## src/rtl/canny_pkg.sv

```systemverilog
// Shared constants for the Canny pipeline (Gaussian, Sobel, NMS stages):
// image geometry, pixel width and the 3x3 Gaussian kernel weights.
package canny_pkg;

  localparam int PW     = 8;
  localparam int WIDTH  = 320;
  localparam int HEIGHT = 240;

  // Kernel [1 2 1; 2 4 2; 1 2 1] / 16 is separable: row weights times column weights.
  localparam int K_CORNER = 1;
  localparam int K_EDGE   = 2;
  localparam int K_CENTRE = 4;
  localparam int NORM_SH  = 4;
  localparam int ROUND    = 8;

  // Per-pixel sideband carried alongside the arithmetic pipeline.
  typedef struct packed {
    logic valid;
    logic interior;
    logic last;
  } pix_tag_t;

endpackage

```

## src/rtl/gaussian_row_sum.sv

```systemverilog
// One row of the separable Gaussian kernel: a + 2b + c, purely combinational.
// Output is PW+2 bits so the maximum (4 * max pixel) never overflows.
module gaussian_row_sum #(
  parameter int PW = canny_pkg::PW
) (
  input  logic [PW-1:0] i_a,
  input  logic [PW-1:0] i_b,
  input  logic [PW-1:0] i_c,
  output logic [PW+1:0] o_sum
);
  import canny_pkg::*;

  localparam int RW = PW + 2;

  assign o_sum = RW'(K_CORNER) * RW'(i_a)
               + RW'(K_EDGE)   * RW'(i_b)
               + RW'(K_CORNER) * RW'(i_c);

endmodule

```

## src/rtl/gaussian_3x3_filter.sv

```systemverilog
// Canny stage 1: 3x3 Gaussian smoothing over line-buffer row taps.
// Window load -> S1 row sums -> S2 column sum and rounding; border pixels emit zero.
module gaussian_3x3_filter #(
  parameter int WIDTH  = canny_pkg::WIDTH,
  parameter int HEIGHT = canny_pkg::HEIGHT,
  parameter int PW     = canny_pkg::PW
) (
  input  logic          clk,
  input  logic          rst,
  input  logic          sof,
  input  logic          in_valid,
  input  logic [PW-1:0] row_top,
  input  logic [PW-1:0] row_mid,
  input  logic [PW-1:0] row_bot,
  output logic          out_valid,
  output logic [PW-1:0] out_pixel,
  output logic          frame_done
);
  import canny_pkg::*;

  // Stream protocol: in_valid qualifies one column of taps; there is no
  // backpressure, so each accepted column yields exactly one out_valid beat
  // three cycles later, in order, with idle cycles passing straight through.

  localparam int CW    = $clog2(WIDTH);
  localparam int RWD   = $clog2(HEIGHT);
  localparam int RS_W  = PW + 2;
  localparam int SUM_W = PW + 4;
  localparam int MID_W = K_CENTRE / K_EDGE;

  logic [PW-1:0]   r_win_t [3];
  logic [PW-1:0]   r_win_m [3];
  logic [PW-1:0]   r_win_b [3];
  logic [CW-1:0]   r_col;
  logic [RWD-1:0]  r_row;
  pix_tag_t        r_tag0;
  pix_tag_t        r_tag1;
  logic [RS_W-1:0] r_rs_t;
  logic [RS_W-1:0] r_rs_m;
  logic [RS_W-1:0] r_rs_b;

  logic [CW-1:0]    w_col_pos;
  logic [RWD-1:0]   w_row_pos;
  logic             w_col_end;
  logic             w_row_end;
  logic             w_interior;
  logic             w_last;
  logic             w_early_sof;
  logic [RS_W-1:0]  w_rs_t;
  logic [RS_W-1:0]  w_rs_m;
  logic [RS_W-1:0]  w_rs_b;
  logic [SUM_W-1:0] w_sum;
  logic [SUM_W-1:0] w_rnd;
  logic [PW-1:0]    w_pix;

  // Position of the pixel being accepted; sof overrides whatever the counters hold.
  always_comb begin
    w_col_pos   = sof ? '0 : r_col;
    w_row_pos   = sof ? '0 : r_row;
    w_col_end   = (w_col_pos == CW'(WIDTH - 1));
    w_row_end   = (w_row_pos == RWD'(HEIGHT - 1));
    w_interior  = (w_col_pos >= CW'(2)) && (w_row_pos >= RWD'(2));
    w_last      = w_col_end && w_row_end;
    w_early_sof = sof && in_valid;
  end

  always_ff @(posedge clk or negedge rst) begin
    if (!rst) begin
      for (int i = 0; i < 3; i++) begin
        r_win_t[i] <= '0;
        r_win_m[i] <= '0;
        r_win_b[i] <= '0;
      end
      r_col <= '0;
      r_row <= '0;
    end else if (in_valid) begin
      r_win_t[0] <= r_win_t[1];
      r_win_t[1] <= r_win_t[2];
      r_win_t[2] <= row_top;
      r_win_m[0] <= r_win_m[1];
      r_win_m[1] <= r_win_m[2];
      r_win_m[2] <= row_mid;
      r_win_b[0] <= r_win_b[1];
      r_win_b[1] <= r_win_b[2];
      r_win_b[2] <= row_bot;
      r_col      <= w_col_end ? '0 : w_col_pos + CW'(1);
      if (w_col_end) begin
        r_row <= w_row_end ? '0 : w_row_pos + RWD'(1);
      end else begin
        r_row <= w_row_pos;
      end
    end
  end

  gaussian_row_sum #(.PW(PW)) u_rs_top (
    .i_a(r_win_t[0]), .i_b(r_win_t[1]), .i_c(r_win_t[2]), .o_sum(w_rs_t)
  );
  gaussian_row_sum #(.PW(PW)) u_rs_mid (
    .i_a(r_win_m[0]), .i_b(r_win_m[1]), .i_c(r_win_m[2]), .o_sum(w_rs_m)
  );
  gaussian_row_sum #(.PW(PW)) u_rs_bot (
    .i_a(r_win_b[0]), .i_b(r_win_b[1]), .i_c(r_win_b[2]), .o_sum(w_rs_b)
  );

  // An early sof closes the previous frame: its youngest in-flight pixel
  // (still in the window stage or in S1) picks up the last tag.
  always_ff @(posedge clk or negedge rst) begin
    if (!rst) begin
      r_tag0 <= '0;
      r_tag1 <= '0;
      r_rs_t <= '0;
      r_rs_m <= '0;
      r_rs_b <= '0;
    end else begin
      r_tag0.valid    <= in_valid;
      r_tag0.interior <= w_interior;
      r_tag0.last     <= w_last;
      r_tag1.valid    <= r_tag0.valid;
      r_tag1.interior <= r_tag0.interior;
      r_tag1.last     <= r_tag0.last || (w_early_sof && r_tag0.valid);
      if (r_tag0.valid) begin
        r_rs_t <= w_rs_t;
        r_rs_m <= w_rs_m;
        r_rs_b <= w_rs_b;
      end
    end
  end

  always_comb begin
    w_sum = SUM_W'(r_rs_t) + SUM_W'(MID_W) * SUM_W'(r_rs_m) + SUM_W'(r_rs_b);
    w_rnd = w_sum + SUM_W'(ROUND);
    w_pix = PW'(w_rnd >> NORM_SH);
  end

  always_ff @(posedge clk or negedge rst) begin
    if (!rst) begin
      out_valid  <= 1'b0;
      out_pixel  <= '0;
      frame_done <= 1'b0;
    end else begin
      out_valid  <= r_tag1.valid;
      frame_done <= r_tag1.valid &&
                    (r_tag1.last || (w_early_sof && !r_tag0.valid));
      if (r_tag1.valid) begin
        out_pixel <= r_tag1.interior ? w_pix : '0;
      end
    end
  end

endmodule

```

## config.mk

```make
export PLATFORM = sky130hd
export DESIGN_NAME = gaussian_3x3_filter
export DESIGN_NICKNAME = d
export VERILOG_FILES = /design/src/rtl/canny_pkg.sv /design/src/rtl/gaussian_row_sum.sv /design/src/rtl/gaussian_3x3_filter.sv
export SDC_FILE = /design/constraint.sdc
export NUM_CORES = 1
export LEC_CHECK = 0
export ABC_AREA = 1
export BUFFER_PORTS_ARGS = -buffer_cell sky130_fd_sc_hd__buf_4
export CORE_MARGIN = 2
export CORE_UTILIZATION = 40
export CTS_CLUSTER_DIAMETER = 80
export CTS_CLUSTER_SIZE = 28
export DETAILED_ROUTE_END_ITERATION = 7
export PLACE_DENSITY_LB_ADDON = 0.15
export SLEW_MARGIN = 20
export SYNTH_ARGS = -nofsm -noshare
export SYNTH_HDL_FRONTEND = slang
export SYNTH_HIERARCHICAL = 1
export SYNTH_SLANG_ARGS = --single-unit
```

## constraint.sdc

```tcl
create_clock -name clk -period 3.15 [get_ports clk]
set_input_delay 0.7875 -clock clk [delete_from_list [all_inputs] [get_ports clk]]
set_output_delay 0.7875 -clock clk [all_outputs]
set_load 0.02 [all_outputs]
```

; ---- After elaboration in Yosys (flattened, before gate mapping)
; Cells that the tools add are included.
[classes]
n_lt_le_gt_ge = 2
n_addsub = 11
n_reduce_logical = 9
n_mux = 6
eq_ne = 2
[op_table]
columns = cell, n
row1 = $mux 8, 4
row2 = $add 10x8->10, 3
row3 = $add 8x9->10, 3
row4 = $mux 9, 2
row5 = $add 10x11->12, 1
row6 = $add 12x10->12, 1
row7 = $add 12x4->12 const B, 1
row8 = $add 9x1->9 const B, 1
row9 = $eq 9x9->1 const B, 1
row10 = $ge 9x2->1 const B, 1
row11 = $add 8x1->8 const B, 1
row12 = $eq 8x8->1 const B, 1
row13 = $ge 8x2->1 const B, 1
row14 = $logic_and 1x1->1, 6
row15 = $logic_or 1x1->1, 2
row16 = $logic_not 1->1, 1
[word_totals]
output_inout_bits = 10
in_bits = 28
reg_bits = 135

; ---- Depth between registers and ports, before layout
; Gate-level depths: netlist (run 1).
[logic_depth]
depth_word = 4
depth_mapped = 15

; ---- Cells and area by module
; Netlist (run 1), hierarchy kept.
[by_module_without_submodules]
columns = module, cells_each, area_per_inst_um2, n_inst
row1 = gaussian_3x3_filter, 742, 6351.1, 1
row2 = gaussian_row_sum at u_rs_bot, 67, 529.3, 1
row3 = gaussian_row_sum at u_rs_mid, 67, 496.7, 1
row4 = gaussian_row_sum at u_rs_top, 67, 491.7, 1

; ---- Least setup slack after synthesis (run 1)
; OpenSTA, ideal clock, no wires.
[synth_timing]
kind = register to register
from = register r_rs_t[2]
to = register out_pixel[2]
setup_ns = 0.117
t_required_ns = 3.033
path_slack_ns = 0.857
path_buffers = 0
stages_incl_launch_ff = 13
arrival_time_ns = 2.176
path_cell_list = dfrtp_1 inv_1 fa_1 inv_1 fa_1 ha_1 nand2_1 nand2_1 nand2_1 nand2_1 or2_2 nand3_1 nand2_1
[synth_via]
elab_chain_cells = 4
[synth_rtl]
columns = item, line
row1 = from (decl), gaussian_3x3_filter.sv:38  ; logic [RS_W-1:0] r_rs_t;
row2 = from (signal assigned), gaussian_3x3_filter.sv:122  ; r_rs_t <= w_rs_t;
row3 = $add 10x11->12, gaussian_3x3_filter.sv:130  ; w_sum = SUM_W'(r_rs_t) + SUM_W'(MID_W) * SUM_W'(r_rs_m) + SUM_W'(r_rs_b);
row4 = $add 12x10->12, gaussian_3x3_filter.sv:130
row5 = $add 12x4->12, gaussian_3x3_filter.sv:131  ; w_rnd = w_sum + SUM_W'(ROUND);
row6 = $mux 8, gaussian_3x3_filter.sv:145  ; out_pixel <= r_tag1.interior ? w_pix : '0;
row7 = to (signal assigned), gaussian_3x3_filter.sv:145
row8 = to (decl), gaussian_3x3_filter.sv:16  ; output logic [PW-1:0] out_pixel,
; Every way passes these cells.
; A chain may end at the register's enable or synchronous reset.

; ---- Worst setup path after layout (run 1)
[layout_timing]
from = register r_rs_t[4]
to = register out_pixel[3]
; Same word-level chain as after synthesis.

==> impl_summary.txt, run 1 <==
----------------------------------------------------
[Placed design]
  Cell area after placement ... 8454 sq um
  Worst Setup Slack post-DPL ... 670.6 ps
  IO buf count ... 37
  HPWL after DPL ... 11630 microns
  Placer congestion estimate ... 0.8509

[GRT]
  Met1 Track Usage GR ... 24.24%
  Via count of the first global-routing pass ... 5436
  GRT overflow ... 0
  Met2 usage ... 25.09%
  Pin count of the biggest net entering global routing ... 58
  Met3 layer usage reported by global route ... 2.881%
  GRT Max-Usage Layer ... met2
  Initial antenna violation count ... 0
  GR Util All Layers ... 16.62%
  Wire length of the first global-routing pass ... 27050 microns

[Final layout]
  Post-route cell area ... 9062 sq um
  Post-synthesis to final-layout area growth ... 15.17%
  Number of inserted diodes ... 0
  Layout cells sized above 1 ... 11.07%
  Share of the core filled with cells in the final layout ... 46.72%
  Number of nets in the final layout ... 1090
  Number of filler instances in the final layout ... 1952

[Routing]
  Via count ... 5736
  Residual antenna-violating net count after detailed routing ... 0
  Wirelength per Cell ... 12.46 microns
  Detailed Routing Iterations Pass 1 ... 4
  Total DRC errors in the routed layout ... 0
  Final routed wirelength across all metal layers ... 15690 microns
  DRC violation total after the first TritonRoute iteration ... 258
  Via density per instance ... 4.556

[Yosys]
  Top cells by area in the synthesized netlist ... dfrtp_1 43%, nand2_1 16%, fa_1 8.4%, ha_1 7.6%, inv_1 5.8%
  Share of flip-flops with an asynchronous set or reset ... 100.0%
  Post-synth design cell area ... 7869 sq um
  Most frequent cell after synthesis ... nand2_1
  Avg Inst Size Synth ... 8.344 sq um
  Number of flops mapped to enable cells by yosys ... 0
  Area share of the largest cell type after synthesis ... 42.93%
  Unique masters post-synth ... 40
  #FFs+latches synth ... 135
  Leading cell types by count after synthesis ... 339 x nand2_1, 135 x dfrtp_1, 122 x inv_1, 79 x o21ai_0, 48 x ha_1
  Yosys warns ... 6
  Sequential-to-total area share from yosys stat ... 42.93%
  Ys flop type ... dfrtp_1
  Leading area contributor after synthesis ... dfrtp_1
  Post-synthesis net count ... 1052
  Post-Synthesis Cells ... 943

[Pwr]
  Final Power ... 7540 uW
  Power per cell area ... 832.0 nW/um^2
  Leakage ... 0.004847 uW
  Worst vdd ir ... 0.4557 mV

[CTS]
  Setup Fix Bufs, Post-CTS ... 0
  Clock slew at the register clock pins of the worst setup and hold paths ... 60 ps
  Max Root-Sink Buffers ... 2
  Root buffer cell ... clkbuf_16
  Number of sinks driven by the clock tree ... 135
  Worst skew pair latency ... 420 ps
  H-Tree Level Count ... 4
  Number of buffers added to fix hold violations after cts ... 0
  TritonCTS buffer count ... 17
  Post-cts repair resize count ... 0
  CTS tree ... done

[Setup path]
  Slowest stage delay, CP ... 540 ps
  Destination of the worst register-to-register timing path ... out_pixel[3]
  Kind of critical path ... reg2reg
  Required time of the critical path ... 3460 ps
  Most frequent cell on the critical path ... nand2_1
  Slowest stage cell on the critical path ... fa_1
  Largest fanout of any net on the critical path ... 5
  Crit. End Element ... flop
  Kind of cell adding the most delay to the critical path ... adder cells
  R2R cell count ... 11
  Sequence of cells on the critical path ... inv_1, fa_1, inv_1, ha_1, ha_1, a21oi_1, nand2_1, nand2_1, nand4_1, nand3_1, nand2_1
  Buf/Inv on CP ... 2
  Startpoint Class ... flop
  Worst r2r src ... r_rs_t[4]
  Crit. Startpoint ... r_rs_t[4]
  Crit path arrival time ... 2810 ps
  Minimum setup slack among reg-to-reg paths ... 640 ps

[Die]
  Ports placed on the boundary ... 38
  Width of the chip ... 144.3 microns
  # rows ... 51
  Floorplan Core Area ... 19400 sq um
  Overall die area ... 20810 sq um
  Die boundary height ... 144.3 microns
  Initial cell density of the core ... 40.56%

[Timing]
  Number of endpoints with negative hold slack in the final report ... 0
  Final critical-path required period ... 2506 ps
  Number of setup violations in the final report ... 0
  Max-slew violation count ... 0
  Slew at the pin closest to its max-slew limit ... 586.2 ps
  Unrepaired setup endpoints after global routing ... false
  Setup clock skew after layout ... 9.101 ps
  Post-Route Setup TNS ... 0 ps
  Worst Setup Slack, final ... 643.6 ps
  Ratio of final minimum period to clock period ... 79.57%
  Maximum clock frequency ... 399.0 MHz
  Slew margin rel. ... 60.92%

[Outcome]
  Run status ... complete, no violations

[Min path]
  Min-delay worst type ... in2async

[Run]
  Max-cap check violation count ... 0

----------------------------------------------------
registers in the layout, indices dropped and copies added (netlist names):
signal,flops
frame_done,1
out_pixel,8
out_valid,1
r_col,9
r_row,8
r_rs_b,10
r_rs_m,10
r_rs_t,10
r_tag0,3
r_tag1,3
r_win_b,24
r_win_m,24
r_win_t,24
metal layers:
layer  routed length, microns  up-vias  share of wire, %
li1                         -     3025                 -
met1                     8232     2637                52
met2                     6862       57                44
met3                      311       17               2.0
met4                      281        0               1.8
met5                        0        -                 0
worst max path at each step:
stage          slack (ps)      endpoint  cells after the start
6_report              640  out_pixel[3]                     11
5_1_grt               530  out_pixel[3]                     11
4_1_cts               670  out_pixel[7]                     11
3_5_place_dp          670      r_col[6]                     12
3_3_place_gp          710  out_pixel[3]                     11
2_1_floorplan         860  out_pixel[2]                     12
power breakdown:
part | internal (uW) | switching [uW]
registers | 2020 | 189
clock network | 1290 | 756
logic | 1290 | 2000
cell usage in the layout, fill, tap and decap left out, types with 5 or more instances in the layout:
master	count
fa_1	33
buf_4	41
nand2_2	5
inv_1	122
a21oi_1	16
nor2_2	7
nand4_1	7
nand2_1	339
xnor2_1	6
nor2_4	5
clkbuf_16	17
xor2_1	8
nand3_1	34
ha_1	48
o21ai_0	79
nor2_1	29
dfrtp_1	135
kinds of logic (layout without fill, tap and decap cells):
family	count (synthesis)	after routing	share of synthesized area [%]
flops	135	135	42.93
fa+ha+maj	81	81	16.03
compound gates	109	109	7.219
simple gates	450	450	24.74
buf+inv	154	205	7.521
xor+xnor	14	14	1.558
through the flow:
| step | hold WS, ps | std cells |
|---|---|---|
| 2_1_floorplan | 331.2 | 943 |
| 3_3_place_gp | 383.1 | 1227 |
| 3_5_place_dp | 378.6 | 1227 |
| 4_1_cts | 331.3 | 1259 |
| 5_1_grt | 355.3 | 1259 |
| 6_report | 319.8 | 1259 |
area by class of cell:
type / count / area, sq um / share of cell area [%]
multi-input cells: 654 / 3899 / 43.02
flip-flops and latches: 135 / 3378 / 37.28
inverters: 129 / 486.7 / 5.371
clock buffers: 21 / 460.4 / 5.081
repair buffers: 44 / 359.1 / 3.962
well taps: 265 / 331.6 / 3.659
clock inverters: 11 / 147.6 / 1.629
(Power assumes the default switching activity.)
==> inputs of run 2 (changes only) <==
Clock period 3.15 ns to 2 ns, I/O delays scaled along.
==> impl_summary.txt, run 2 (synthesis gave the netlist of run 1 again) <==
----------------------------------------------------
[Min path]
  HP Start ... row_top[3]
  Cell depth of the worst min-delay path ... 3
  Worst hold path endpoint ... r_win_t[3]
  Min-delay worst type ... in2reg

[Die]
  # rows ... 51 (unchanged)
  Die boundary height ... 144.3 microns (unchanged)
  Overall die area ... 20810 sq um (unchanged)
  Initial cell density of the core ... 40.56% (unchanged)
  Floorplan Core Area ... 19400 sq um (unchanged)
  Ports placed on the boundary ... 38 (unchanged)
  Width of the chip ... 144.3 microns (unchanged)

[GRT]
  GR Util All Layers ... 18.10% (+1.5 points)
  Via count of the first global-routing pass ... 6149 (+13%)
  Pin count of the biggest net entering global routing ... 46 (-21%)
  Wire length of the first global-routing pass ... 29420 microns (+8.7%)
  Initial antenna violation count ... 0 (unchanged)
  GRT overflow ... 0 (unchanged)

[Pwr]
  Leakage ... 0.005264 uW (+8.6%)
  Final Power ... 15780 uW (+110%)
  Worst vdd ir ... 0.8014 mV (+76%)
  Power per cell area ... 1533 nW/um^2 (+84%)

[Routing]
  Via density per instance ... 4.641 (+1.9%)
  Routed length on met3 ... 456 microns (+47%)
  Total DRC errors in the routed layout ... 0 (unchanged)
  Detailed Routing Iterations Pass 1 ... 4 (unchanged)
  Wire length the detailed router placed on met1 ... 8221 microns (-0.13%)
  Wirelength per Cell ... 12.94 microns (+3.8%)
  DRC violation total after the first TritonRoute iteration ... 164 (-36%)
  Met2 wire length ... 8111 microns (+18%)
  Residual antenna-violating net count after detailed routing ... 0 (unchanged)
  Uppermost signal routing layer after detailed routing ... met4
  Final routed wirelength across all metal layers ... 17160 microns (+9.4%)
  Via count ... 6154 (+7.3%)

[Setup path]
  R2R cell count ... 14 (+3)
  Startpoint Class ... flop
  Minimum setup slack among reg-to-reg paths ... -230 ps (-880 ps)
  Kind of critical path ... reg2reg
  Crit path arrival time ... 2540 ps (-270 ps)
  Required time of the critical path ... 2310 ps (-1150 ps)
  Crit. End Element ... flop
  Largest fanout of any net on the critical path ... 4 (-1)
  Worst r2r src ... r_rs_b[2]
  Destination of the worst register-to-register timing path ... out_pixel[4]

[Run]
  Max-cap check violation count ... 0 (unchanged)

[Final layout]
  Number of inserted diodes ... 0 (unchanged)
  Top flop regs ... r_win_b x24, r_win_m x24, r_win_t x24
  Commonest cells after routing, fill and taps aside ... 303 x nand2_1, 135 x dfrtp_1, 116 x inv_1, 95 x buf_4, 63 x o21ai_0
  Number of nets in the final layout ... 1157 (+6.1%)
  Layout cells sized above 1 ... 26.30% (+15 points)
  Share of the core filled with cells in the final layout ... 53.08% (+6.4 points)
  Number of filler instances in the final layout ... 1885 (-3.4%)
  Most common library cell in the layout ignoring fill and taps ... nand2_1
  Post-synthesis to final-layout area growth ... 30.86%

[Timing]
  Slew margin rel. ... 70.71% (+9.8 points)
  Maximum clock frequency ... 448.1 MHz (+12%)
  Ratio of final minimum period to clock period ... 111.6% (+32 points)
  Slew at the pin closest to its max-slew limit ... 439.3 ps (-146.9 ps)
  Max-slew violation count ... 0 (unchanged)
  Setup clock skew after layout ... 6.273 ps (-2.829 ps)
  Final critical-path required period ... 2232 ps (-274.8 ps)
  Worst Setup Slack, final ... -231.7 ps (-875.2 ps)
  Hold slack final ... 280.8 ps (-39.02 ps)
  Unrepaired setup endpoints after global routing ... true
  Number of setup violations in the final report ... 16 (+16)
  Number of endpoints with negative hold slack in the final report ... 0 (unchanged)
  Post-Route Setup TNS ... -2414 ps (-2414 ps)

[Placed design]
  HPWL after DPL ... 12170 microns (+4.7%)
  IO buf count ... 37 (unchanged)
  Placer congestion estimate ... 0.8389 (-1.4%)

[Outcome]
  Run status ... finished, violations left
  Violated checks ... negative setup slack

[CTS]
  TritonCTS buffer count ... 17 (unchanged)
  Worst skew pair latency ... 420 ps (about the same)
  Root buffer cell ... clkbuf_16
  Max Root-Sink Buffers ... 2 (unchanged)
  H-Tree Level Count ... 4 (unchanged)
  CTS tree ... done
  Clock slew at the register clock pins of the worst setup and hold paths ... 60 ps (about the same)
  Number of sinks driven by the clock tree ... 135 (unchanged)

----------------------------------------------------
run 2: cell count changes in the layout (fill, tap and decap cells not counted), moves of 14 or more:
cell / delta
o21ai_0: -16
o21ai_1: +14
buf_4: +54
nand2_2: +32
ha_1: -29
nand2_1: -36
ha_4: +26
run 2: routing by layer:
| layer | track usage, % | vias up |
|---|---|---|
| met5 | 0 | - |
| met3 | 2.848 | 19 |
| li1 | - | 3149 |
| met4 | 7.205 | 0 |
| met2 | 29.55 | 70 |
| met1 | 24.27 | 2916 |
run 2: timing repair:
| item | CTS | global route |
|---|---|---|
| hold buffers | 1 | 0 |
| endpoints found under the hold margin | 3 | 0 |
| pin swaps | 20 | 62 |
| resized for setup | 42 | 72 |
| buffers inserted | 2 | 6 |
| endpoints found under the setup margin | 21 | 30 |
run 2: how the worst max path moves through the flow:
stage	start	endpoint	slack (ps)	depth (start not counted)
2_1_floorplan	r_rs_t[2]	out_pixel[6]	-150	14
3_3_place_gp	r_rs_t[2]	out_pixel[6]	-220	14
3_5_place_dp	r_rs_t[7]	out_pixel[6]	-260	12
4_1_cts	r_rs_b[2]	out_pixel[2]	-210	12
5_1_grt	r_rs_t[5]	out_pixel[5]	-330	11
6_report	r_rs_b[2]	out_pixel[4]	-230	14
run 2: final cells by class:
type	instances	area [sq um]	area share, %
multi-input cells	654	4546	44.14
flip-flops and latches	135	3378	32.81
inverters	129	486.7	4.727
clock buffers	24	501.7	4.872
repair buffers	111	935.9	9.089
clock inverters	8	117.6	1.142
well taps	265	331.6	3.220
run 2: through the flow:
stage               cells  cell area, sq um  setup WS (ps)
floorplan             943              8034         -145.9
global placement     1288              9115         -221.9
detailed placement   1288              9115         -264.1
CTS                  1323              9936         -212.3
global route         1326             10300         -328.8
finish               1326             10300         -231.7
run 2: report_power, final:
group | internal [uW] | total [uW] | switching, uW
clock network | 2120 | 3250 | 1130
registers | 3190 | 3510 | 316
logic | 4460 | 9030 | 4570
run 2: worst max-delay path: stages, from the launching register on:
cell and delay [ps]:
dfrtp_1 330, inv_2 50, fa_2 370, inv_2 60, fa_1 460, ha_4 310, nand2_2 50, nand2_2 90
nand2_2 60, nand2_4 80, nand2_2 60, nand2_2 50, nand2_1 50, nand3_1 60, nand2_1 50
